$ cat config.mk
export PLATFORM = sky130hd
export DESIGN_NAME = pipe_fp_scoreboard_flat
export DESIGN_NICKNAME = d
export VERILOG_FILES = /design/src/rtl/pipe_fp_pkg.sv /design/src/rtl/pipe_fp_scoreboard_if.sv /design/src/rtl/pipe_fp_long_ctr.sv /design/src/rtl/pipe_fp_scoreboard.sv /design/src/flat_wrapper.sv
export SDC_FILE = /design/constraint.sdc
export NUM_CORES = 1
export LEC_CHECK = 0
export CORE_MARGIN = 3
export CORE_UTILIZATION = 63
export DETAILED_ROUTE_END_ITERATION = 8
export DONT_BUFFER_PORTS = 1
export PLACE_DENSITY = 0.79
export SLEW_MARGIN = 10
export SYNTH_ARGS = -nofsm -noshare
export SYNTH_HDL_FRONTEND = slang
export SYNTH_SLANG_ARGS = --single-unit
$ cat constraint.sdc
create_clock -name clk -period 3.5 [get_ports clk]
set_input_delay 0.35 -clock clk [delete_from_list [all_inputs] [get_ports clk]]
set_output_delay 0.35 -clock clk [all_outputs]
set_load 0.03 [all_outputs]
$ cat src/rtl/pipe_fp_pkg.sv
// Shared types for the FP hazard scoreboard: in-flight entry record and its match helper.
package pipe_fp_pkg;

    localparam int unsigned RN_W_DEFAULT = 5;

    typedef struct packed {
        logic                    v;
        logic [RN_W_DEFAULT-1:0] rn;
    } sb_entry_t;

    localparam sb_entry_t SB_BUBBLE = '{v: 1'b0, rn: '0};

    function automatic logic sb_match(sb_entry_t entry, logic [RN_W_DEFAULT-1:0] rn);
        return entry.v && (entry.rn == rn);
    endfunction

endpackage

$ cat src/rtl/pipe_fp_scoreboard_if.sv
// ID-stage <-> FP scoreboard bundle: decoded FP instruction in, stall/forward/long-op status out.
interface pipe_fp_scoreboard_if import pipe_fp_pkg::*; #(
    parameter int unsigned RN_W = RN_W_DEFAULT
);

    logic            id_valid;
    logic            id_cancel;
    logic [RN_W-1:0] id_fs;
    logic [RN_W-1:0] id_ft;
    logic            id_use_fs;
    logic            id_use_ft;
    logic [RN_W-1:0] id_fd;
    logic            id_wf;
    logic            id_long;
    logic            pipe_hold;
    logic            stall;
    logic            fwd_fs;
    logic            fwd_ft;
    logic            long_busy;
    logic            long_wr;
    logic [RN_W-1:0] long_rn;

    modport master (
        output id_valid, id_cancel, id_fs, id_ft, id_use_fs, id_use_ft, id_fd, id_wf, id_long,
        output pipe_hold,
        input  stall, fwd_fs, fwd_ft, long_busy, long_wr, long_rn
    );

    modport slave (
        input  id_valid, id_cancel, id_fs, id_ft, id_use_fs, id_use_ft, id_fd, id_wf, id_long,
        input  pipe_hold,
        output stall, fwd_fs, fwd_ft, long_busy, long_wr, long_rn
    );

endinterface

$ cat src/rtl/pipe_fp_long_ctr.sv
// Div/sqrt occupancy counter: loads LONG_LAT on issue, counts down to the FPR write cycle.
module pipe_fp_long_ctr import pipe_fp_pkg::*; #(
    parameter int unsigned RN_W     = RN_W_DEFAULT,
    parameter int unsigned LONG_LAT = 16,
    parameter int unsigned CNT_W    = $clog2(LONG_LAT + 1)
) (
    input  logic             clk,
    input  logic             rst_n,
    input  logic             load,
    input  logic             hold,
    input  logic [RN_W-1:0]  load_rn,
    output logic [CNT_W-1:0] cnt,
    output logic             long_busy,
    output logic             long_wr,
    output logic [RN_W-1:0]  long_rn
);

    logic [CNT_W-1:0] cnt_q;
    logic [RN_W-1:0]  long_rn_q;

    always_ff @(posedge clk or negedge rst_n) begin
        if (!rst_n) begin
            cnt_q     <= '0;
            long_rn_q <= '0;
        end else if (load) begin
            cnt_q     <= CNT_W'(LONG_LAT);
            long_rn_q <= load_rn;
        end else if ((cnt_q != '0) && !hold) begin
            cnt_q <= cnt_q - CNT_W'(1);
        end
    end

    assign cnt       = cnt_q;
    assign long_rn   = long_rn_q;
    assign long_busy = (cnt_q != '0);
    // The write happens on the edge that ends the cnt==1 cycle, unless frozen.
    assign long_wr   = (cnt_q == CNT_W'(1)) && !hold;

endmodule

$ cat src/rtl/pipe_fp_scoreboard.sv
// FP hazard scoreboard for the ID stage: DEPTH-stage destination tracker plus one div/sqrt unit.
// Optional macro PIPE_SB_FWD_EN: forward last-stage result instead of stalling one more cycle.
module pipe_fp_scoreboard import pipe_fp_pkg::*; #(
    parameter int unsigned RN_W     = RN_W_DEFAULT,
    parameter int unsigned DEPTH    = 3,
    parameter int unsigned LONG_LAT = 16,
    parameter int unsigned CNT_W    = $clog2(LONG_LAT + 1)
) (
    input  logic                clk,
    input  logic                rst_n,
    pipe_fp_scoreboard_if.slave sb
);

    sb_entry_t        entry_q [DEPTH];
    logic [CNT_W-1:0] cnt;
    logic             issue;
    logic             id_live;
    logic             near_fs, near_ft;
    logic             last_fs, last_ft;
    logic             long_fs, long_ft;
    logic             haz_fs, haz_ft;
    logic             fwd_ok_fs, fwd_ok_ft;
    logic             struct_haz, waw_haz;

    assign id_live = sb.id_valid & ~sb.id_cancel;
    assign issue   = id_live & ~sb.stall & ~sb.pipe_hold;

    always_ff @(posedge clk or negedge rst_n) begin
        if (!rst_n) begin
            for (int i = 0; i < int'(DEPTH); i++) entry_q[i] <= SB_BUBBLE;
        end else if (!sb.pipe_hold) begin
            entry_q[0] <= '{v: issue & sb.id_wf & ~sb.id_long, rn: sb.id_fd};
            for (int i = 1; i < int'(DEPTH); i++) entry_q[i] <= entry_q[i-1];
        end
    end

    pipe_fp_long_ctr #(
        .RN_W     (RN_W),
        .LONG_LAT (LONG_LAT),
        .CNT_W    (CNT_W)
    ) u_long_ctr (
        .clk       (clk),
        .rst_n     (rst_n),
        .load      (issue & sb.id_long),
        .hold      (sb.pipe_hold),
        .load_rn   (sb.id_fd),
        .cnt       (cnt),
        .long_busy (sb.long_busy),
        .long_wr   (sb.long_wr),
        .long_rn   (sb.long_rn)
    );

    // Any match before the last stage wins over a last-stage match (youngest decides).
    always_comb begin
        near_fs = 1'b0;
        near_ft = 1'b0;
        for (int i = 0; i < int'(DEPTH) - 1; i++) begin
            near_fs |= sb_match(entry_q[i], sb.id_fs);
            near_ft |= sb_match(entry_q[i], sb.id_ft);
        end
    end

    assign last_fs = sb_match(entry_q[DEPTH-1], sb.id_fs);
    assign last_ft = sb_match(entry_q[DEPTH-1], sb.id_ft);

    // The long unit never forwards, so a pending write to a source always stalls.
    assign long_fs = sb.long_busy & (sb.long_rn == sb.id_fs);
    assign long_ft = sb.long_busy & (sb.long_rn == sb.id_ft);

    assign haz_fs    = sb.id_use_fs & (near_fs | long_fs);
    assign haz_ft    = sb.id_use_ft & (near_ft | long_ft);
    assign fwd_ok_fs = sb.id_use_fs & last_fs & ~near_fs & ~long_fs;
    assign fwd_ok_ft = sb.id_use_ft & last_ft & ~near_ft & ~long_ft;

    assign struct_haz = sb.id_long & sb.long_busy & (cnt != CNT_W'(1));
    // A short op to the same FPR would otherwise retire before the div/sqrt and be overwritten.
    assign waw_haz    = sb.id_wf & sb.long_busy & (sb.long_rn == sb.id_fd) &
                        (int'(cnt) > int'(DEPTH));

`ifdef PIPE_SB_FWD_EN
    assign sb.stall  = id_live & (haz_fs | haz_ft | struct_haz | waw_haz);
    assign sb.fwd_fs = id_live & fwd_ok_fs;
    assign sb.fwd_ft = id_live & fwd_ok_ft;
`else
    assign sb.stall  = id_live & (haz_fs | haz_ft | fwd_ok_fs | fwd_ok_ft | struct_haz | waw_haz);
    assign sb.fwd_fs = 1'b0;
    assign sb.fwd_ft = 1'b0;
`endif

endmodule

$ cat src/flat_wrapper.sv
// flat-port wrapper written by rule: the top's interface ports become plain ports
module pipe_fp_scoreboard_flat import pipe_fp_pkg::*;
#(
    parameter int unsigned RN_W     = RN_W_DEFAULT,
    parameter int unsigned DEPTH    = 3,
    parameter int unsigned LONG_LAT = 16,
    parameter int unsigned CNT_W    = $clog2(LONG_LAT + 1)
)
  (clk, rst_n, sb_id_valid, sb_id_cancel, sb_id_fs, sb_id_ft, sb_id_use_fs, sb_id_use_ft, sb_id_fd, sb_id_wf, sb_id_long, sb_pipe_hold, sb_stall, sb_fwd_fs, sb_fwd_ft, sb_long_busy, sb_long_wr, sb_long_rn);
  pipe_fp_scoreboard_if #(.RN_W(RN_W)) sb_i ();
  input  logic clk;
  input  logic rst_n;
  input wire logic [$bits(sb_i.id_valid)-1:0] sb_id_valid;
  input wire logic [$bits(sb_i.id_cancel)-1:0] sb_id_cancel;
  input wire logic [$bits(sb_i.id_fs)-1:0] sb_id_fs;
  input wire logic [$bits(sb_i.id_ft)-1:0] sb_id_ft;
  input wire logic [$bits(sb_i.id_use_fs)-1:0] sb_id_use_fs;
  input wire logic [$bits(sb_i.id_use_ft)-1:0] sb_id_use_ft;
  input wire logic [$bits(sb_i.id_fd)-1:0] sb_id_fd;
  input wire logic [$bits(sb_i.id_wf)-1:0] sb_id_wf;
  input wire logic [$bits(sb_i.id_long)-1:0] sb_id_long;
  input wire logic [$bits(sb_i.pipe_hold)-1:0] sb_pipe_hold;
  output wire logic [$bits(sb_i.stall)-1:0] sb_stall;
  output wire logic [$bits(sb_i.fwd_fs)-1:0] sb_fwd_fs;
  output wire logic [$bits(sb_i.fwd_ft)-1:0] sb_fwd_ft;
  output wire logic [$bits(sb_i.long_busy)-1:0] sb_long_busy;
  output wire logic [$bits(sb_i.long_wr)-1:0] sb_long_wr;
  output wire logic [$bits(sb_i.long_rn)-1:0] sb_long_rn;
  assign sb_i.id_valid = sb_id_valid;
  assign sb_i.id_cancel = sb_id_cancel;
  assign sb_i.id_fs = sb_id_fs;
  assign sb_i.id_ft = sb_id_ft;
  assign sb_i.id_use_fs = sb_id_use_fs;
  assign sb_i.id_use_ft = sb_id_use_ft;
  assign sb_i.id_fd = sb_id_fd;
  assign sb_i.id_wf = sb_id_wf;
  assign sb_i.id_long = sb_id_long;
  assign sb_i.pipe_hold = sb_pipe_hold;
  assign sb_stall = sb_i.stall;
  assign sb_fwd_fs = sb_i.fwd_fs;
  assign sb_fwd_ft = sb_i.fwd_ft;
  assign sb_long_busy = sb_i.long_busy;
  assign sb_long_wr = sb_i.long_wr;
  assign sb_long_rn = sb_i.long_rn;
  pipe_fp_scoreboard #(.RN_W(RN_W), .DEPTH(DEPTH), .LONG_LAT(LONG_LAT), .CNT_W(CNT_W)) u_core (.clk(clk), .rst_n(rst_n), .sb(sb_i));
endmodule
Word-level counts from Yosys, hierarchy flattened
Cells that the tools add are included.
- bitwise operators: 39
- muxes and demuxes: 2
- magnitude comparators: 1
- reduce and logical (&&, ||, !) cells: 11
- add/sub/neg operators: 1
- equal/unequal tests: 11
- operators with widths (operator ; number):
    5-bit equality test ; 9
    1-bit AND ; 22
    5-bit 2-to-1 mux ; 2
    1-bit bitwise OR ; 9
    1-bit logical AND ; 8
    1-bit NOT ; 8
    5-bit by 1-bit equality test with 1-bit output (second input constant) ; 1
    5-bit by 2-bit > comparator with 1-bit output (second input constant) ; 1
    5-bit by 1-bit inequality test with 1-bit output (second input constant) ; 1
    5-bit nonzero test ; 1
    5-bit by 1-bit subtractor with 5-bit output (second input constant) ; 1
    2-bit nonzero test ; 1
    1-bit zero test ; 1
- output and inout bits: 10
- word-level logic and storage cells: 73
- flip-flop bits (word level): 28
- input port bits: 24

Logic depth before layout (Yosys ltp)
Gate-level depths: netlist (run 1).
- depth after elaboration: 16
- depth in mapped cells: 9
- depth with buffers taken out: 8

Modules after synthesis
Synthesis (run 1) repeated with hierarchy kept, for this count alone.
- cells, all modules: 157
- area, all modules: 1724.2 µm²
- by module, submodules not included (module ; cells an instance ; area an instance (µm²) ; sequential area each (µm²) ; instances):
    pipe_fp_scoreboard ; 116 ; 1261.2 ; 450.4 ; 1
    pipe_fp_long_ctr ; 41 ; 462.9 ; 250.2 ; 1

Worst setup path after synthesis (run 1)
No wires, ideal clock.
- path kind: flip-flop to output port
- start point: register u_core.u_long_ctr.cnt_q[0], in the netlist u_core.u_long_ctr.cnt[0]
- end point: output port sb_stall
- buffers on the path: 1
- path slack: 0.931 ns
- required time: 3.150 ns
- data arrival time: 2.219 ns
- cell stages (with the launch flop): 10
- cell sequence: dfrtp_1 -> inv_1 -> ha_1 -> or4b_1 -> buf_2 -> nand4_2 -> nor3_1 -> o41ai_4 -> nand3_1 -> and3b_1
- cells in the longest elaborated chain, start to end: 10
- elaborated cells between the ends (all ways): 24
- those cells by class: 1 x order compare; 1 x eq/ne; 21 x bitwise; 1 x reduce/logical
- ends and longest elaborated chain (item ; RTL line ; source):
    from (decl) ; pipe_fp_long_ctr.sv:18 ; logic [CNT_W-1:0] cnt_q;
    from (signal assigned) ; pipe_fp_long_ctr.sv:26 ; cnt_q <= CNT_W'(LONG_LAT);
    from (signal assigned) ; pipe_fp_long_ctr.sv:29 ; cnt_q <= cnt_q - CNT_W'(1);
    5-bit nonzero test * ; pipe_fp_long_ctr.sv:35 ; assign long_busy = (cnt_q != '0);
    via sb_long_busy ; flat_wrapper.sv:26 ; output wire logic [$bits(sb_i.long_busy)-1:0] sb_long_busy;
    1-bit AND, on equally long branches ; pipe_fp_scoreboard.sv:67, pipe_fp_scoreboard.sv:68 ;
    1-bit bitwise OR, on equally long branches ; pipe_fp_scoreboard.sv:70, pipe_fp_scoreboard.sv:71 ;
    1-bit AND, on equally long branches ; pipe_fp_scoreboard.sv:70, pipe_fp_scoreboard.sv:71 ;
    1-bit bitwise OR (4 in series) ; pipe_fp_scoreboard.sv:85 ; assign sb.stall = id_live & (haz_fs | haz_ft | fwd_ok_fs | fwd_ok_ft | struct_haz | waw_haz);
    1-bit bitwise OR * ; pipe_fp_scoreboard.sv:85 ;
    1-bit AND * ; pipe_fp_scoreboard.sv:85 ;
    to (decl) ; flat_wrapper.sv:23 ; output wire logic [$bits(sb_i.stall)-1:0] sb_stall;
Mark *: on every way through the listed nets, which the timed path passes. The rest lies on a longest branch.

Worst setup path after layout (run 1)
Ends and elaborated chain as after synthesis.

==> results of run 1 <==
[kinds of logic after synthesis]
kind of cell / after synthesis / share of synthesized area
DFF: 28 / 0.380
xor gates and xnor gates: 49 / 0.233
buffers and inverters: 7 / 0.0190
AOI/OAI and AO/OA: 6 / 0.0475
adders and majority gates: 4 / 0.0271
muxes: 22 / 0.145
other: 1 / 0.00203
and+or+nand+nor: 41 / 0.147
[power by group through the flow]
stage	logic (mW)	registers [mW]	clock network, mW
final	0.371	0.570	0.161
after global routing	0.413	0.586	0.180
after CTS	0.374	0.569	0.164
after detailed placement	0.362	0.574	0
after global placement	0.345	0.569	0
after floorplan	0.322	0.546	0
[per-stage QoR]
stage / instance area, µm² / power [mW] / worst slack [ps] / std cells
final: 1920 / 1.10 / 243 / 190
after floorplan: 1850 / 0.868 / 931 / 159
after global placement: 1860 / 0.915 / 713 / 184
after CTS: 1920 / 1.11 / 221 / 190
after detailed placement: 1860 / 0.936 / 616 / 184
after global routing: 1920 / 1.18 / 81.9 / 190
[metal layers]
metal	wire, µm	up-vias	global-route usage
met5	0	-	0
met4	33	0	0.0665
met3	182	4	0.0540
met2	1580	25	0.344
met1	1640	544	0.295
li1	-	551	-
[layout by cell type (no fill, tap or decap), types with 3 or more instances in the layout]
cell	n
xnor2_1	16
dfrtp_1	28
and3_1	6
nand2_1	7
mux2_2	17
xor2_1	33
mux2_4	5
ha_1	4
nor3_1	3
clkbuf_4	3
nor4_1	7
and2_1	4
[sequential cells by signal (all words and copies together) (netlist names)]
register                   flops
u_core.entry_q                18
u_core.u_long_ctr.cnt          5
u_core.u_long_ctr.long_rn      5
[area by class of cell]
cell class | instances | area share
flip-flops and latches | 28 | 0.364
multi-input cells | 124 | 0.578
repair buffers | 2 | 0.0156
inverters | 2 | 0.00390
well taps | 30 | 0.0195
clock buffers | 4 | 0.0189
[worst max-delay path, cell delays in order (launching register included)]
cell and delay [ps]:
dfrtp_1 440, inv_1 150, ha_1 160, or4b_1 710, nand4_2 160, nor3_1 80, o41ai_4 420, nand3_1 160
and3b_1 310
[worst paths after layout]
check,to,startpoint,cells past startpoint
setup / recovery,sb_stall,u_core.u_long_ctr.cnt[0],8
hold / removal,u_core.entry_q[17],sb_pipe_hold,2
setup reg to reg,u_core.u_long_ctr.long_rn[4],u_core.u_long_ctr.cnt[0],8
hold reg to reg,u_core.entry_q[5],u_core.entry_q[5],1
max in group asynchronous,u_core.u_long_ctr.long_rn[2],rst_n,2
min in group asynchronous,u_core.entry_q[4],rst_n,2
==> impl_results.md, run 1 <==
- Clock Latency Late Sink: 330 ps
- Fmax: 307 MHz
- Post-synth top cells: xor2_1, dfrtp_1, mux2_2
- DRC: 0
- Mean area per synthesized cell: 11.7 µm²
- Sum of negative setup slack: 0 ps
- FP Rows: 18
- CTS clk-pin slew, worst paths: 150 ps
- Unrepaired setup endpoints after global routing: false
- CP max FO: 5
- Post-CTS sizing: 0
- Area Overhead vs Synth: 4.34%
- Initial Util: 0.700
- Hold Violations, Final: 0
- Total GRT Usage: 0.218
- Die ar.: 0.00361 mm²
- Required @ worst endpoint: 3150 ps
- ANT nets after route: 0
- Number of global-route vias before repair: 1,219
- Clock period minus worst slack: 3260 ps
- Net Switching: 427 µW
- Post-synthesis cell count: 158
- Final net count: 189
- Crit. End Element: output pin
- Grt ovf: 0
- Most common cell in the netlist: xor2_1
- Share of the clock period used by the worst path: 0.931
- Kind of critical path: register to output pin
- Chip width: 60.1 µm
- Post-DP HPWL: 2680 µm
- Via Count: 1,124
- Final Wtd Congestion: 0.815
- Hold-fix buffers, CTS: 2
- CTS tree: built
- Max H-tree Level: 1
- Pint: 675 µW
- #FFs+latches synth: 28
- Share of post-route cells with drive strength above 1: 0.206
- Number of max-cap violations: 0
- Post-synth EDFFs: 0
- Post-synth top area share: 0.380
- Yosys cell types: 32
- Register Area: 701 µm²
- PortBufs: 0
- First-pass detailed-route iteration total: 4
- Synth Cell Area: 0.00184 mm²
- Switching share of power: 0.387
- CTS Sinks: 28
- Worst Hold Slack: 129 ps
- Leak: 0.866 nW
- Combinational Power Share: 0.337
- Synth area leaders: dfrtp_1, xor2_1, mux2_2, xnor2_1, mux2_4
- Worst Skew: 8.44 ps
- Flop2flop setup slack: 660 ps
- Cell area power density: 573 mW/mm²
- Slew HR: 0.614
- Antenna violations before repair: 0
- Post-CTS setup buffers: 0
- Area occupied by multi-input gates: 0.00111 mm²
- YS warnings: 0
- Portion of total power attributed to the clock network: 0.146
- First-pass GRT wire length: 5800 µm
- Maximum VDD drop: 0.519 mV
- Antenna diode count: 0
- CTS Root Cell: clkbuf_4
- Routed length per instance: 18.1 µm
- Register area share after synthesis: 0.380
- Finished Core Util: 0.730
- Io pins: 34
- Routed vias/inst: 5.92
- DRT Wirelength: 3430 µm
- Max clock buf depth: 2
- Sequential Power Share: 0.517
- Outcome: completed
- Die Span Y: 60.1 µm
- Worst-Margin Slew: 576 ps
- Crit path DAT: 2910 ps
- Setup-failing EPs final: 0
- CTS buffer count: 3
- Ys async rst share: 1.00
- Max-slew violations: 0
- Worst Hold Class: primary input to register
- Predominant post-synthesis flop cell: dfrtp_1
- Largest net degree at the start of global routing: 29
- Layout fillers: 198
- Initial DRC count: 40
- Synth area leader: dfrtp_1
- Worst setup SP type: register
- Core Region: 0.00264 mm²
Note: power is estimated with default switching activity, not from simulation.
==> run 2: changes to the inputs <==
--- a/config.mk
+++ b/config.mk
@@ -5,11 +5,10 @@
 export SDC_FILE = /design/constraint.sdc
 export NUM_CORES = 1
 export LEC_CHECK = 0
-export CORE_MARGIN = 3
 export CORE_UTILIZATION = 63
 export DETAILED_ROUTE_END_ITERATION = 8
 export DONT_BUFFER_PORTS = 1
-export PLACE_DENSITY = 0.79
+export PLACE_DENSITY_LB_ADDON = 0.05
 export SLEW_MARGIN = 10
 export SYNTH_ARGS = -nofsm -noshare
 export SYNTH_HDL_FRONTEND = slang
==> impl_results.md, run 2 (synthesis results as in run 1) <==
- Worst setup SP type: register
- Worst-path cell chain: inv_1 -> ha_1 -> or4b_1 -> nand4_2 -> nor3_1 -> o41ai_4 -> nand3_1 -> and3b_1
- Antenna diode count: 0 (unchanged)
- Final net count: 189 (unchanged)
- Chip width: 56.1 µm (-6.7%)
- Largest Register: u_core.entry_q
- Sum of negative setup slack: 0 ps (unchanged)
- Maximum VDD drop: 0.515 mV (-0.87%)
- First-pass detailed-route iteration total: 4 (unchanged)
- First-pass GRT wire length: 6020 µm (+3.8%)
- FP Rows: 19 (+1)
- Slew HR: 0.641 (+0.0262)
- Routed length per instance: 19.4 µm (+7.2%)
- Number of max-cap violations: 0 (unchanged)
- Clock period minus worst slack: 3200 ps (-54.5 ps)
- Max-slew violations: 0 (unchanged)
- Share of post-route cells with drive strength above 1: 0.206 (unchanged)
- Max clock buf depth: 2 (unchanged)
- CTS Root Cell: clkbuf_4
- DRT Wirelength: 3700 µm (+7.7%)
- Post-CTS setup buffers: 0 (unchanged)
- Core Region: 0.00276 mm² (+4.7%)
- CP max FO: 5 (unchanged)
- Layout fillers: 211 (+6.6%)
- Area Overhead vs Synth: 5.29%
- Io pins: 34 (unchanged)
- Setup-failing EPs final: 0 (unchanged)
- Clock Latency Late Sink: 320 ps (about the same)
- Antenna violations before repair: 0 (unchanged)
- Largest net degree at the start of global routing: 29 (unchanged)
- Total GRT Usage: 0.255 (+0.0370)
- Number of global-route vias before repair: 1,273 (+4.4%)
- Outcome: completed
- Crit path DAT: 2850 ps (-60 ps)
- Grt ovf: 0 (unchanged)
- Die ar.: 0.00315 mm² (-13%)
- Worst Skew: 3.15 ps (-5.29 ps)
- Delay of the slowest critical-path stage: 690 ps (-20 ps)
- Final Wtd Congestion: 0.870 (+6.7%)
- Cell area power density: 596 mW/mm² (+4.0%)
- Initial DRC count: 26 (-35%)
- CTS clk-pin slew, worst paths: 150 ps (about the same)
- Leak: 0.873 nW (+0.80%)
- Commonest non-fill, non-tap cell in the layout: xor2_1
- Most frequent cells in the layout: xor2_1, dfrtp_1, mux2_2
- ANT nets after route: 0 (unchanged)
- Kind of critical path: register to output pin
- Initial Util: 0.669 (-0.0311)
- Fmax: 312 MHz (+1.7%)
- PortBufs: 0 (unchanged)
- Worst-Margin Slew: 537 ps (-39.2 ps)
- Crit. End Element: output pin
- Post-DP HPWL: 2810 µm (+4.8%)
- Via Count: 1,151 (+2.4%)
- PnR worst setup slack: 297 ps (+54.5 ps)
- CTS buffer count: 3 (unchanged)
- Crit-path slowest cell: or4b_1
- Worst Hold Class: primary input to register
- CTS Sinks: 28 (unchanged)
- Unrepaired setup endpoints after global routing: false
- Share of the clock period used by the worst path: 0.915 (-0.0156)
- Hold Violations, Final: 0 (unchanged)
- Die Span Y: 56.1 µm (-6.7%)
- Dpl ws: 676 ps (+60.3 ps)
- Required @ worst endpoint: 3150 ps (about the same)
- DRC: 0 (unchanged)
- CTS tree: built
- Routed vias/inst: 6.03 (+1.9%)
- Largest register FFs: 18 (unchanged)
- Max H-tree Level: 1 (unchanged)
- Power Total: 1.16 mW (+5.0%)
## run 2: changes by cell type in the layout (fill, tap and decap cells not counted), sizes merged
cell	change
bufinv	+1
clkbuf	-1
## run 2: repair_timing
item / in CTS / in global routing
resized for setup: 0 / 0
hold buffers: 2 / 0
endpoints found under the hold margin: 28 / 0
## run 2: where the power goes
part / total [mW] / switching (mW) / internal, mW / leakage [nW]
Clock: 0.210 / 0.0943 / 0.116 / 0.0279
Combinational: 0.375 / 0.165 / 0.210 / 0.508
Sequential: 0.571 / 0.169 / 0.402 / 0.337
## run 2: final cells by class
type | instances | area [µm²] | area share
timing repair buffer | 2 | 30.0 | 0.0155
clock inverter | 1 | 30.0 | 0.0155
sequential | 28 | 701 | 0.361
multi-input combinational | 124 | 1110 | 0.573
tap | 31 | 38.8 | 0.0200
inverter | 2 | 7.51 | 0.00387
clock buffer | 3 | 22.5 | 0.0116
## run 2: path summary, 6_finish.rpt
| check | from | endpoint | slack [ps] | cells past startpoint |
|---|---|---|---|---|
| max | u_core.u_long_ctr.cnt[0] | sb_stall | 300 | 8 |
| min | sb_pipe_hold | u_core.entry_q[17] | 150 | 2 |
| max reg2reg | u_core.u_long_ctr.cnt[0] | u_core.u_long_ctr.long_rn[1] | 690 | 8 |
| min reg2reg | u_core.entry_q[5] | u_core.entry_q[5] | 550 | 1 |
| max in group asynchronous | rst_n | u_core.entry_q[15] | 2910 | 2 |
| min in group asynchronous | rst_n | u_core.entry_q[4] | 450 | 2 |
## run 2: routing by layer
metal	wire length [µm]	vias up	global-route usage
met5	0	-	0
met4	91	0	0.115
met3	178	8	0.0419
met2	1780	36	0.437
met1	1640	562	0.315
li1	-	545	-
## run 2: worst max-delay path, delay by kind of cell (launching register included)
kind | cells | cell delay [ps]
and+or+nand+nor | 5 | 1370
DFF | 1 | 440
AOI/OAI and AO/OA | 1 | 420
adders and majority gates | 1 | 150
buffers and inverters | 1 | 140
## run 2: per-stage QoR
| stage | std cells | hold WS (ps) | cell area, µm² | util |
|---|---|---|---|---|
| detailed placement | 185 | 54.9 | 1860 | 0.674 |
| global placement | 185 | 55.0 | 1860 | 0.674 |
| floorplan | 159 | 54.4 | 1850 | - |
| CTS | 191 | 137 | 1940 | 0.704 |
| global route | 191 | 127 | 1940 | 0.704 |
| finish | 191 | 151 | 1940 | 0.704 |
==> run 3: changes to the inputs <==
==> constraint.sdc (replaced) <==
create_clock -name clk -period 3.49 [get_ports clk]
set_input_delay 0.349 -clock clk [delete_from_list [all_inputs] [get_ports clk]]
set_output_delay 0.349 -clock clk [all_outputs]
set_load 0.03 [all_outputs]
==> impl_results.md, run 3 (synthesis results as in run 1) <==
- Outcome: completed
- FP Rows: 19 (unchanged)
- First-pass GRT wire length: 6070 µm (+0.81%)
- Die ar.: 0.00315 mm² (unchanged)
- PnR worst setup slack: 249 ps (-48.6 ps)
- Hold Violations, Final: 0 (unchanged)
- Cell area power density: 602 mW/mm² (+1.1%)
- CTS buffer count: 3 (unchanged)
- CP max FO: 5 (unchanged)
- Io pins: 34 (unchanged)
- Power Total: 1.17 mW (+1.1%)
- Most frequent cells in the layout: xor2_1, dfrtp_1, mux2_2
- ANT nets after route: 0 (unchanged)
- Fmax: 309 MHz
- Initial DRC count: 35 (+35%)
- Share of the clock period used by the worst path: 0.929
- Clock period minus worst slack: 3240 ps
- Max-slew violations: 0 (unchanged)
- Sum of negative setup slack: 0 ps (unchanged)
- Chip width: 56.1 µm (unchanged)
- Max clock buf depth: 2 (unchanged)
- Die Span Y: 56.1 µm (unchanged)
- Via Count: 1,149 (-0.17%)
- Commonest non-fill, non-tap cell in the layout: xor2_1
- Worst setup SP type: register
- Area Overhead vs Synth: 5.29% (unchanged)
- Share of post-route cells with drive strength above 1: 0.206 (unchanged)
- Worst Skew: 3.15 ps (-0.00438 ps)
- Dpl ws: 657 ps (-19.1 ps)
- Grt ovf: 0 (unchanged)
- Largest Register: u_core.entry_q
- Clock Latency Late Sink: 330 ps (about the same)
- Initial Util: 0.669 (unchanged)
- CTS tree: built
- Leak: 0.873 nW (unchanged)
- Kind of critical path: register to output pin
- Reg2Reg Depth: 8 (unchanged)
- Post-CTS sizing: 0 (unchanged)
- CTS Sinks: 28 (unchanged)
- Routed vias/inst: 6.02 (-0.17%)
- Total GRT Usage: 0.251 (-0.00420)
- Largest register FFs: 18 (unchanged)
- Number of max-cap violations: 0 (unchanged)
- DRC: 0 (unchanged)
- Unrepaired setup endpoints after global routing: false
- Final Wtd Congestion: 0.871 (+0.13%)
- Maximum VDD drop: 0.540 mV (+4.8%)
- Required @ worst endpoint: 3140 ps (about the same)
- Worst Hold Class: primary input to register
- Crit path DAT: 2890 ps (+40 ps)
- First-pass detailed-route iteration total: 4 (unchanged)
- Slew HR: 0.635 (-0.00553)
- Final net count: 189 (unchanged)
- Hold-fix buffers, CTS: 2 (unchanged)
- Hold Path Cell Cnt: 2 (unchanged)
- Core Region: 0.00276 mm² (unchanged)
- Max H-tree Level: 1 (unchanged)
- Routed length per instance: 19.2 µm (-0.87%)
- CTS Root Cell: clkbuf_4
- Number of global-route vias before repair: 1,264 (-0.71%)
- Largest net degree at the start of global routing: 29 (unchanged)
- Post-CTS setup buffers: 0 (unchanged)
- CTS clk-pin slew, worst paths: 160 ps (about the same)
- Crit. End Element: output pin
- Setup-failing EPs final: 0 (unchanged)
- Antenna violations before repair: 0 (unchanged)
- Worst-Margin Slew: 545 ps (+8.27 ps)
- Antenna diode count: 0 (unchanged)
- DRT Wirelength: 3660 µm (-0.87%)
- PortBufs: 0 (unchanged)
run 3: cell counts in the layout (fill, tap and decap cells not counted):
No cell type changed its count.
run 3: worst paths after layout:
path / to / from / slack [ps]
worst max-delay path: sb_stall / u_core.u_long_ctr.cnt[0] / 250
max in group asynchronous: u_core.entry_q[17] / rst_n / 2910
worst min register to register: u_core.entry_q[17] / u_core.entry_q[17] / 560
min in group asynchronous: u_core.entry_q[4] / rst_n / 430
worst min-delay path: u_core.entry_q[17] / sb_pipe_hold / 140
worst max register to register: u_core.u_long_ctr.long_rn[2] / u_core.u_long_ctr.cnt[0] / 650
run 3: layout make-up:
class / count / area [µm²]
fillers: 212 / 816
clock buffers: 3 / 22.5
repair buffers: 2 / 30.0
flip-flops and latches: 28 / 701
inverters: 2 / 7.51
clock inverters: 1 / 30.0
well taps: 31 / 38.8
multi-input cells: 124 / 1110
run 3: where the power goes:
part,switching [mW],leakage (nW),internal [mW]
Combinational,0.168,0.508,0.211
Sequential,0.170,0.337,0.403
Clock,0.100,0.0279,0.116
run 3: metrics by stage:
stage,utilization,std cells,instance area (µm²),hold slack [ps]
2_1_floorplan,-,159,1850,53.4
3_3_place_gp,0.674,185,1860,54.0
3_5_place_dp,0.674,185,1860,54.0
4_1_cts,0.704,191,1940,131
5_1_grt,0.704,191,1940,135
6_report,0.704,191,1940,137
run 3: critical path: stages, from the launching register on:
cell	delay, ps
dfrtp_1	450
inv_1	150
ha_1	160
or4b_1	700
nand4_2	150
nor3_1	80
o41ai_4	450
nand3_1	140
and3b_1	300
run 3: metal layers:
metal / wire length [µm] / vias up / GRT usage
met1: 1740 / 565 / 0.343
li1: - / 549 / -
met3: 168 / 2 / 0.0395
met5: 0 / - / 0
met4: 15 / 0 / 0.0732
met2: 1740 / 33 / 0.413
